==> src/rtl/pong_pkg.sv <==
// pong_pkg: constants and types shared by the Pong datapath blocks.
//   - GS_*  : 2-bit game_state bus codes (the ball engine moves only on GS_PLAY)
//   - WIN_* : winner codes reported to the display logic
//   - H_ACTIVE / V_ACTIVE : visible raster size
//   - ctrl_state_e / state_to_gs : game_ctrl internal states and their bus encoding
package pong_pkg;

  localparam logic [1:0] GS_IDLE = 2'b00;
  localparam logic [1:0] GS_PLAY = 2'b01;
  localparam logic [1:0] GS_HOLD = 2'b10;
  localparam logic [1:0] GS_OVER = 2'b11;

  localparam logic [1:0] WIN_NONE = 2'b00;
  localparam logic [1:0] WIN_P1   = 2'b01;
  localparam logic [1:0] WIN_P2   = 2'b10;
  localparam logic [1:0] WIN_TIE  = 2'b11;

  localparam int H_ACTIVE = 640;
  localparam int V_ACTIVE = 480;

  typedef enum logic [2:0] {
    S_IDLE  = 3'd0,
    S_SERVE = 3'd1,
    S_PLAY  = 3'd2,
    S_PAUSE = 3'd3,
    S_OVER  = 3'd4
  } ctrl_state_e;

  // Serve delay and pause share the HOLD code; the side flags tell them apart.
  function automatic logic [1:0] state_to_gs(input ctrl_state_e s);
    case (s)
      S_PLAY:          return GS_PLAY;
      S_SERVE, S_PAUSE: return GS_HOLD;
      S_OVER:          return GS_OVER;
      default:         return GS_IDLE;
    endcase
  endfunction

endpackage

==> src/rtl/btn_debounce.sv <==
// btn_debounce: conditions one raw, asynchronous, active-high push button.
//   2-flop synchronizer -> stability counter -> rising-edge pulse.
// Parameters:
//   DEBOUNCE_MS : consecutive equal samples needed before the level changes (1-255)
// Ports:
//   clk_1ms : 1 ms tick clock
//   reset   : synchronous, active-low
//   btn_i   : raw button
//   rise_o  : one-tick pulse on the rising edge of the debounced level
// Press-to-pulse latency is 2 + DEBOUNCE_MS ticks.
module btn_debounce #(
  parameter int DEBOUNCE_MS = 20
) (
  input  logic clk_1ms,
  input  logic reset,
  input  logic btn_i,
  output logic rise_o
);

  localparam logic [7:0] CNT_LAST = 8'(DEBOUNCE_MS - 1);

  logic [1:0] sync_q;
  logic       level_q, level_d;
  logic [7:0] cnt_q, cnt_d;
  logic       rise_q, rise_d;

  always_comb begin
    level_d = level_q;
    cnt_d   = 8'd0;
    rise_d  = 1'b0;
    // Any sample agreeing with the current level restarts the count, so only
    // an unbroken run of DEBOUNCE_MS differing samples flips the level.
    if (sync_q[1] != level_q) begin
      if (cnt_q == CNT_LAST) begin
        level_d = sync_q[1];
        rise_d  = sync_q[1];
      end else begin
        cnt_d = cnt_q + 8'd1;
      end
    end
  end

  always_ff @(posedge clk_1ms) begin
    if (!reset) begin
      sync_q  <= 2'b00;
      level_q <= 1'b0;
      cnt_q   <= 8'd0;
      rise_q  <= 1'b0;
    end else begin
      sync_q  <= {sync_q[0], btn_i};
      level_q <= level_d;
      cnt_q   <= cnt_d;
      rise_q  <= rise_d;
    end
  end

  assign rise_o = rise_q;

endmodule

==> src/rtl/game_ctrl.sv <==
// game_ctrl: match-level controller for the Pong datapath.
//   idle -> serve delay -> play -> (point) -> serve delay -> ... -> game over
// Parameters:
//   WIN_SCORE      : score (1-15) at which a player wins
//   SERVE_DELAY_MS : ticks spent in serve hold (1-65535)
//   DEBOUNCE_MS    : button stability time in ticks (1-255)
// Ports:
//   clk_1ms    : 1 ms tick clock
//   reset      : synchronous, active-low
//   start_btn  : raw start button
//   pause_btn  : raw pause button (used only when GAME_CTRL_PAUSE_EN is defined)
//   p1_score   : player-1 score from the ball engine
//   p2_score   : player-2 score from the ball engine
//   game_state : 00 idle, 01 play, 10 hold, 11 over
//   serving    : hold due to serve delay
//   paused     : hold due to pause
//   winner     : 00 none, 01 P1, 10 P2, 11 tie
// Build option: define GAME_CTRL_PAUSE_EN to enable the pause path.
module game_ctrl
  import pong_pkg::*;
#(
  parameter int WIN_SCORE      = 9,
  parameter int SERVE_DELAY_MS = 1000,
  parameter int DEBOUNCE_MS    = 20
) (
  input  logic       clk_1ms,
  input  logic       reset,
  input  logic       start_btn,
  input  logic       pause_btn,
  input  logic [3:0] p1_score,
  input  logic [3:0] p2_score,
  output logic [1:0] game_state,
  output logic       serving,
  output logic       paused,
  output logic [1:0] winner
);

  localparam logic [3:0]  WIN_Q      = 4'(WIN_SCORE);
  localparam logic [15:0] SERVE_LOAD = 16'(SERVE_DELAY_MS - 1);

  ctrl_state_e state_q, state_d;
  logic [15:0] serve_cnt_q, serve_cnt_d;
  logic [3:0]  prev1_q, prev2_q;
  logic [1:0]  winner_q, winner_d;

  logic start_p, pause_p;
  logic point, p1_win, p2_win;

  btn_debounce #(.DEBOUNCE_MS(DEBOUNCE_MS)) u_start_db (
    .clk_1ms (clk_1ms),
    .reset   (reset),
    .btn_i   (start_btn),
    .rise_o  (start_p)
  );

`ifdef GAME_CTRL_PAUSE_EN
  btn_debounce #(.DEBOUNCE_MS(DEBOUNCE_MS)) u_pause_db (
    .clk_1ms (clk_1ms),
    .reset   (reset),
    .btn_i   (pause_btn),
    .rise_o  (pause_p)
  );
`else
  logic unused_pause_btn;
  assign unused_pause_btn = pause_btn;
  assign pause_p          = 1'b0;
`endif

  // A point is any change of either score since the previous tick.
  assign point  = (p1_score != prev1_q) || (p2_score != prev2_q);
  assign p1_win = (p1_score >= WIN_Q);
  assign p2_win = (p2_score >= WIN_Q);

  always_comb begin
    state_d     = state_q;
    serve_cnt_d = serve_cnt_q;
    winner_d    = winner_q;
    case (state_q)
      S_IDLE: begin
        if (start_p) begin
          state_d     = S_SERVE;
          serve_cnt_d = SERVE_LOAD;
        end
      end
      S_SERVE: begin
        if (serve_cnt_q == 16'd0) begin
          state_d = S_PLAY;
        end else begin
          serve_cnt_d = serve_cnt_q - 16'd1;
        end
      end
      S_PLAY: begin
        // A point in the same tick as a pause press wins.
        if (point) begin
          if (p1_win || p2_win) begin
            state_d  = S_OVER;
            winner_d = {p2_win, p1_win};
          end else begin
            state_d     = S_SERVE;
            serve_cnt_d = SERVE_LOAD;
          end
        end else if (pause_p) begin
          state_d = S_PAUSE;
        end
      end
      S_PAUSE: begin
        if (pause_p) begin
          state_d = S_PLAY;
        end
      end
      S_OVER: begin
        state_d = S_OVER;
      end
      default: begin
        state_d = S_IDLE;
      end
    endcase
  end

  always_ff @(posedge clk_1ms) begin
    if (!reset) begin
      state_q     <= S_IDLE;
      serve_cnt_q <= 16'd0;
      prev1_q     <= 4'd0;
      prev2_q     <= 4'd0;
      winner_q    <= WIN_NONE;
    end else begin
      state_q     <= state_d;
      serve_cnt_q <= serve_cnt_d;
      // Scores are tracked in every state so that changes made outside play
      // never show up later as a spurious point.
      prev1_q     <= p1_score;
      prev2_q     <= p2_score;
      winner_q    <= winner_d;
    end
  end

  assign game_state = state_to_gs(state_q);
  assign serving    = (state_q == S_SERVE);
  assign winner     = winner_q;
`ifdef GAME_CTRL_PAUSE_EN
  assign paused     = (state_q == S_PAUSE);
`else
  assign paused     = 1'b0;
`endif

endmodule
==> config.mk <==
export PLATFORM = sky130hd
export DESIGN_NAME = game_ctrl
export DESIGN_NICKNAME = d
export VERILOG_FILES = /design/src/rtl/pong_pkg.sv /design/src/rtl/btn_debounce.sv /design/src/rtl/game_ctrl.sv
export SDC_FILE = /design/constraint.sdc
export NUM_CORES = 1
export LEC_CHECK = 0
export BUFFER_PORTS_ARGS = -buffer_cell sky130_fd_sc_hd__buf_4
export CELL_PAD_IN_SITES_DETAIL_PLACEMENT = 0
export CELL_PAD_IN_SITES_GLOBAL_PLACEMENT = 1
export CORE_ASPECT_RATIO = 0.6
export CORE_MARGIN = 5
export CORE_UTILIZATION = 35
export CTS_BUF_LIST = sky130_fd_sc_hd__clkbuf_8
export CTS_CLUSTER_DIAMETER = 120
export DETAILED_ROUTE_END_ITERATION = 16
export PLACE_DENSITY = 0.6
export SETUP_SLACK_MARGIN = 0.02
export SYNTH_ARGS = -nofsm -noshare
export SYNTH_HDL_FRONTEND = slang
export SYNTH_SLANG_ARGS = --single-unit
==> constraint.sdc <==
create_clock -name clk_1ms -period 2.2 [get_ports clk_1ms]
set_input_delay 0.11 -clock clk_1ms [delete_from_list [all_inputs] [get_ports clk_1ms]]
set_output_delay 0.11 -clock clk_1ms [all_outputs]
set_load 0.02 [all_outputs]
# Word level (Yosys, flattened, before mapping)
# Index checks and enable logic that the tools add are counted.
dict set report totals {
  register_bits 41
  latchBits 0
  ram_bits 0
  rom_bits 0
  inputBits 12
  output_inout_bits 6
  elab_cells 52
  memories 0
}
dict set report classes {
  add_sub_neg 2
  n_mul 0
  div 0
  n_lt_le_gt_ge 2
  eq_ne 13
  shifts 0
  n_mux 11
  bitwise 3
  reduce_logical 12
}
# operator n
set op_table {}
lappend op_table {{$mux W16} 4}
lappend op_table {{$pmux W16 S3} 1}
lappend op_table {{$logic_not A16 Y1} 1}
lappend op_table {{$sub A16 B1 Y16 const B} 1}
lappend op_table {{$pmux W3 S5} 1}
lappend op_table {{$mux W3} 4}
lappend op_table {{$add A8 B1 Y8 const B} 1}
lappend op_table {{$eq A8 B5 Y1 const B} 1}
lappend op_table {{$ge A4 B4 Y1 const B} 2}
lappend op_table {{$ne A4 B4 Y1} 2}
lappend op_table {{$eq A3 B2 Y1 const B} 2}
lappend op_table {{$ne A2 B2 Y1 const B} 3}
lappend op_table {{$pmux W2 S3} 1}
lappend op_table {{$reduce_and A3 Y1} 2}
lappend op_table {{$reduce_and A5 Y1} 1}
lappend op_table {{$ne A2 B1 Y1 const B} 2}
lappend op_table {{$reduce_and A4 Y1} 1}
lappend op_table {{$eq A3 B1 Y1 const B} 1}
lappend op_table {{$eq A3 B3 Y1 const B} 1}
lappend op_table {{$logic_not A3 Y1} 1}
lappend op_table {{$not A1 Y1} 3}
lappend op_table {{$reduce_bool A3 Y1} 1}
lappend op_table {{$reduce_or A3 Y1} 1}
lappend op_table {{$logic_or A1 B1 Y1} 2}
lappend op_table {{3 further kinds} 3}

# Logic depth before layout (Yosys ltp)
dict set report depth {
  ltp_word 5
  ltp_mapped 9
}

# Modules after synthesis
# A second synthesis with hierarchy kept.
dict set report unflattened {
  cells_unflattened 226
  area_unflattened_um2 2004.4
}
# module n_inst cells_per_inst area_each_um2
set modules_own_cells {}
lappend modules_own_cells {game_ctrl 1 176 1532.7}
lappend modules_own_cells {btn_debounce 1 50 471.7}

# Worst setup path after synthesis
# No wires, ideal clock.
dict set report synth_timing {
  path_kind {register to register}
  start {reg serve_cnt_q[0]}
  end {reg serve_cnt_q[8]}
  setup_ns 0.063
  arrival_ns 1.762
  path_slack_ns 0.376
  stages_incl_launch_ff 9
  path_buffers 1
  period_less_slack_ns 1.824
  path_cell_list {dfxtp_1 > inv_1 > ha_1 > nor3b_1 > nand3_1 > o21ai_2 > buf_6 > or4_2 > nand3_1}
}
dict set report synth_between {
  elab_chain_len 3
}
# item line_no
set synth_rtl {}
lappend synth_rtl {{start: declaration} game_ctrl.sv:42} ;# logic [15:0] serve_cnt_q, serve_cnt_d;
lappend synth_rtl {{start signal: assignment} game_ctrl.sv:129} ;# serve_cnt_q <= serve_cnt_d;
lappend synth_rtl {{$sub A16 B1 Y16 or $logic_not A16 Y1 (tied branches)} {game_ctrl.sv:89, game_ctrl.sv:86}}
lappend synth_rtl {{$mux W16 or $ne A2 B2 Y1 (tied branches)} n/a}
lappend synth_rtl {{$pmux W16 S3 or $reduce_and A5 Y1 (tied branches)} n/a}
# Several ways; a longest one is shown, not always the timed one. The select of a mux whose other input is x is not followed.
# A chain may end at the register's enable or synchronous reset.

# Worst setup path in the final report
dict set report layout_timing {
  start {reg serve_cnt_q[1]}
  end {reg serve_cnt_q[8]}
}
# Same word-level chain as after synthesis.

==> metrics.csv <==
metric;value;unit
DR vias;1647;
Placer Congestion;0.7275;
CTS Buf Count;5;
Arr. time, crit path;2.27;ns
antenna diode count;0;
chip width;110.2;um
CP Class;reg2reg;
final layout net count;260;
Cell variety after synth;49;
WHS;0.02307;ns
Max-cap violations;0;
CTS Hold Bufs;0;
initial DRC count;95;
crit path buf inv count;3;
Synth Warn #;0;
EDFF count, synth;0;
post-synthesis adder-cell area fraction;0.01186;
number of synthesized register bits;41;
post-CTS sizing;0;
DR vias/cell;5.037;
Max clock buf depth;2;
core box area;5702;um^2
post-route core utilization;0.4233;
peak supply drop;0.2465;mV
CP peak stage delay;0.60;ns
clock-pin slew on the worst setup and hold paths;0.09;ns
WL final;4618;um
synthesis-to-layout area growth;14.41;%
Synth Cell Area;2110;um^2
Routed Antenna Nets;0;
final cycle utilization of the critical path;0.9242;
non-filler instance count after layout;327;
Post-Synth Simple-Gate Area;0.2900;
achievable frequency;0.4918;GHz
drt pass-1 iters;4;
mux cell area share after synthesis;0.06168;
Avg WL per Cell;14.12;um
Clk Latency, worst-skew pair;0.30;ns
setup TNS;0;ns
Slew @ Worst Pin;0.5574;ns
largest net degree at the start of global routing;31;
most frequent cells in the layout;dfxtp_1, buf_4, nand3_1, nor2_1;
Post-Synth XOR/XNOR Area;0.05813;
Leak Pwr;0.9427;nW
startpoint types;flop;
CTS sink cnt;41;
syn nets;242;
Crit path required time;2.44;ns
Synth Area in Compound Gates;0.1352;
initial antenna violation count;0;
Residual DRC;0;
placed cells;319;
Power Density;557.5;nW/um^2
critical path fanouts, max;7;
IO Pins;18;
dpl hpwl;3287;um
Worst path top cell family by delay;simple AND/OR/NAND/NOR gates;
PortBufs;15;
CTS tree;yes;
Die Height;70.14;um
GRT Util Overall;0.1282;
vias in the first global route;1476;
status;completed;
Slowest cell on crit path;or4_2;
final setup skew;0.008063;ns
largest family of logic cells by synthesized area;simple AND/OR/NAND/NOR gates;
Clock Tree Root;clkbuf_8;
crit end category;flop;
Rel. slew slack;0.6284;
Cell Rows;21;
layout cells sized above 1;0.1903;
post-route minimum period;2.033;ns
fraction of registers with async set/reset;0;
Initial Util;0.3700;
Total Die Area;7731;um^2
grt total ovfl;0;
Most used DFF post-synth;dfxtp_1;
Cell Chain, Critical Path;inv_1 -> ha_1 -> nor3b_1 -> buf_4 -> nand3_1 -> o21ai_2 -> buf_4 -> or4_2 -> nand3_1;
Final Hold Vio Count;0;
Max Transition Viols Final;0;
H-tree levels;2;
syn avg cell area;9.252;um^2
Hold Path Class;in2reg;
# setup viols final;0;
first-pass GRT wire length;7659;um
Post-Synthesis Cells;228;
commonest non-fill, non-tap cell in the layout;dfxtp_1;
Post-CTS Setup Repair Bufs;0;
RSZ-0062 raised after global routing;no;
post-synthesis sequential area ratio;0.3891;
-- logic make-up (layout without fill, tap and decap cells) --
group | count (synthesis) | count (layout)
simple gates | 102 | 102
flops | 41 | 41
buf+inv | 19 | 38
other cells | 1 | 1
xor+xnor | 14 | 14
mux | 13 | 13
fa+ha+maj | 2 | 2
compound gates | 36 | 36
-- worst paths after layout --
path                                           start  slack (ns)  cells past startpoint              endpoint
worst min-delay path                       start_btn        0.02                      2  u_start_db.sync_q[0]
worst max-delay path                  serve_cnt_q[1]        0.17                      9        serve_cnt_q[8]
worst min register to register  u_start_db.sync_q[0]        0.45                      1  u_start_db.sync_q[1]
worst max register to register        serve_cnt_q[1]        0.17                      9        serve_cnt_q[8]
-- where the power goes --
group	internal (mW)	switching, mW	leakage [nW]
combinational	0.0348	0.0428	0.565
clock	0.225	0.286	0.0445
sequential	0.751	0.00455	0.333
-- cell usage after synthesis (2+ instances only) --
cell type,count,area share
nand3b_1,7,0.025
clkbuf_1,7,0.012
ha_1,2,0.012
nand2b_1,5,0.015
a211o_1,2,0.0083
o21a_1,3,0.011
nor3_1,2,0.0047
mux2i_1,13,0.062
o311ai_0,3,0.012
a2111oi_2,2,0.014
a21oi_1,8,0.019
nand4b_1,2,0.0083
or3_1,3,0.0089
nor4_2,2,0.012
o21ai_2,2,0.0083
or4_1,5,0.018
nor2_1,16,0.028
nand3_1,18,0.043
o211ai_1,4,0.014
o2111ai_1,2,0.0083
nand4_1,5,0.015
o21ai_0,2,0.0047
a211oi_1,3,0.011
xor2_1,5,0.021
nor4_1,2,0.0059
dfxtp_1,41,0.39
inv_1,7,0.012
nand2_1,13,0.023
xnor2_1,9,0.037
o31a_1,2,0.0083
or3_2,2,0.0071
and2_1,12,0.036
-- routing by layer --
layer  vias up  wire length, um  track usage
li1        863                -            -
met1       759             2740       0.2152
met2        20             1712       0.1499
met3         5              131      0.03315
met4         0               34      0.03689
met5         -                0            0
-- sequential cells by signal, summed over array words and instances (netlist names) --
| register | flops |
|---|---|
| serve_cnt_q | 16 |
| u_start_db.cnt_q | 8 |
| prev1_q | 4 |
| prev2_q | 4 |
| state_q | 3 |
| u_start_db.sync_q | 2 |
| winner | 2 |
| u_start_db.level_q | 1 |
| u_start_db.rise_o | 1 |
-- worst register-to-register path, stage by stage (launching register included) --
cell and delay, ns:
dfxtp_1 0.37, inv_1 0.07, ha_1 0.18, nor3b_1 0.15
buf_4 0.15, nand3_1 0.11, o21ai_2 0.09, buf_4 0.16
or4_2 0.60, nand3_1 0.10
-- layout make-up --
type                       instances  area, um^2
clock inverter                     3       21.27
multi-input combinational        168        1179
timing repair buffer              23       197.7
tap                               80       100.1
inverter                           7       26.28
sequential                        41       820.8
fill                             598        3288
clock buffer                       5       68.82
-- stage by stage --
step	setup slack, ns	total power, mW	cell area [um^2]
finish	0.1667	1.346	2414
global route	0.04895	1.413	2414
CTS	0.1584	1.371	2414
detailed placement	0.1940	0.8526	2323
global placement	0.1806	0.8520	2323
floorplan	0.3758	0.8219	2110
No activity file was read; power rests on OpenSTA's default activity.
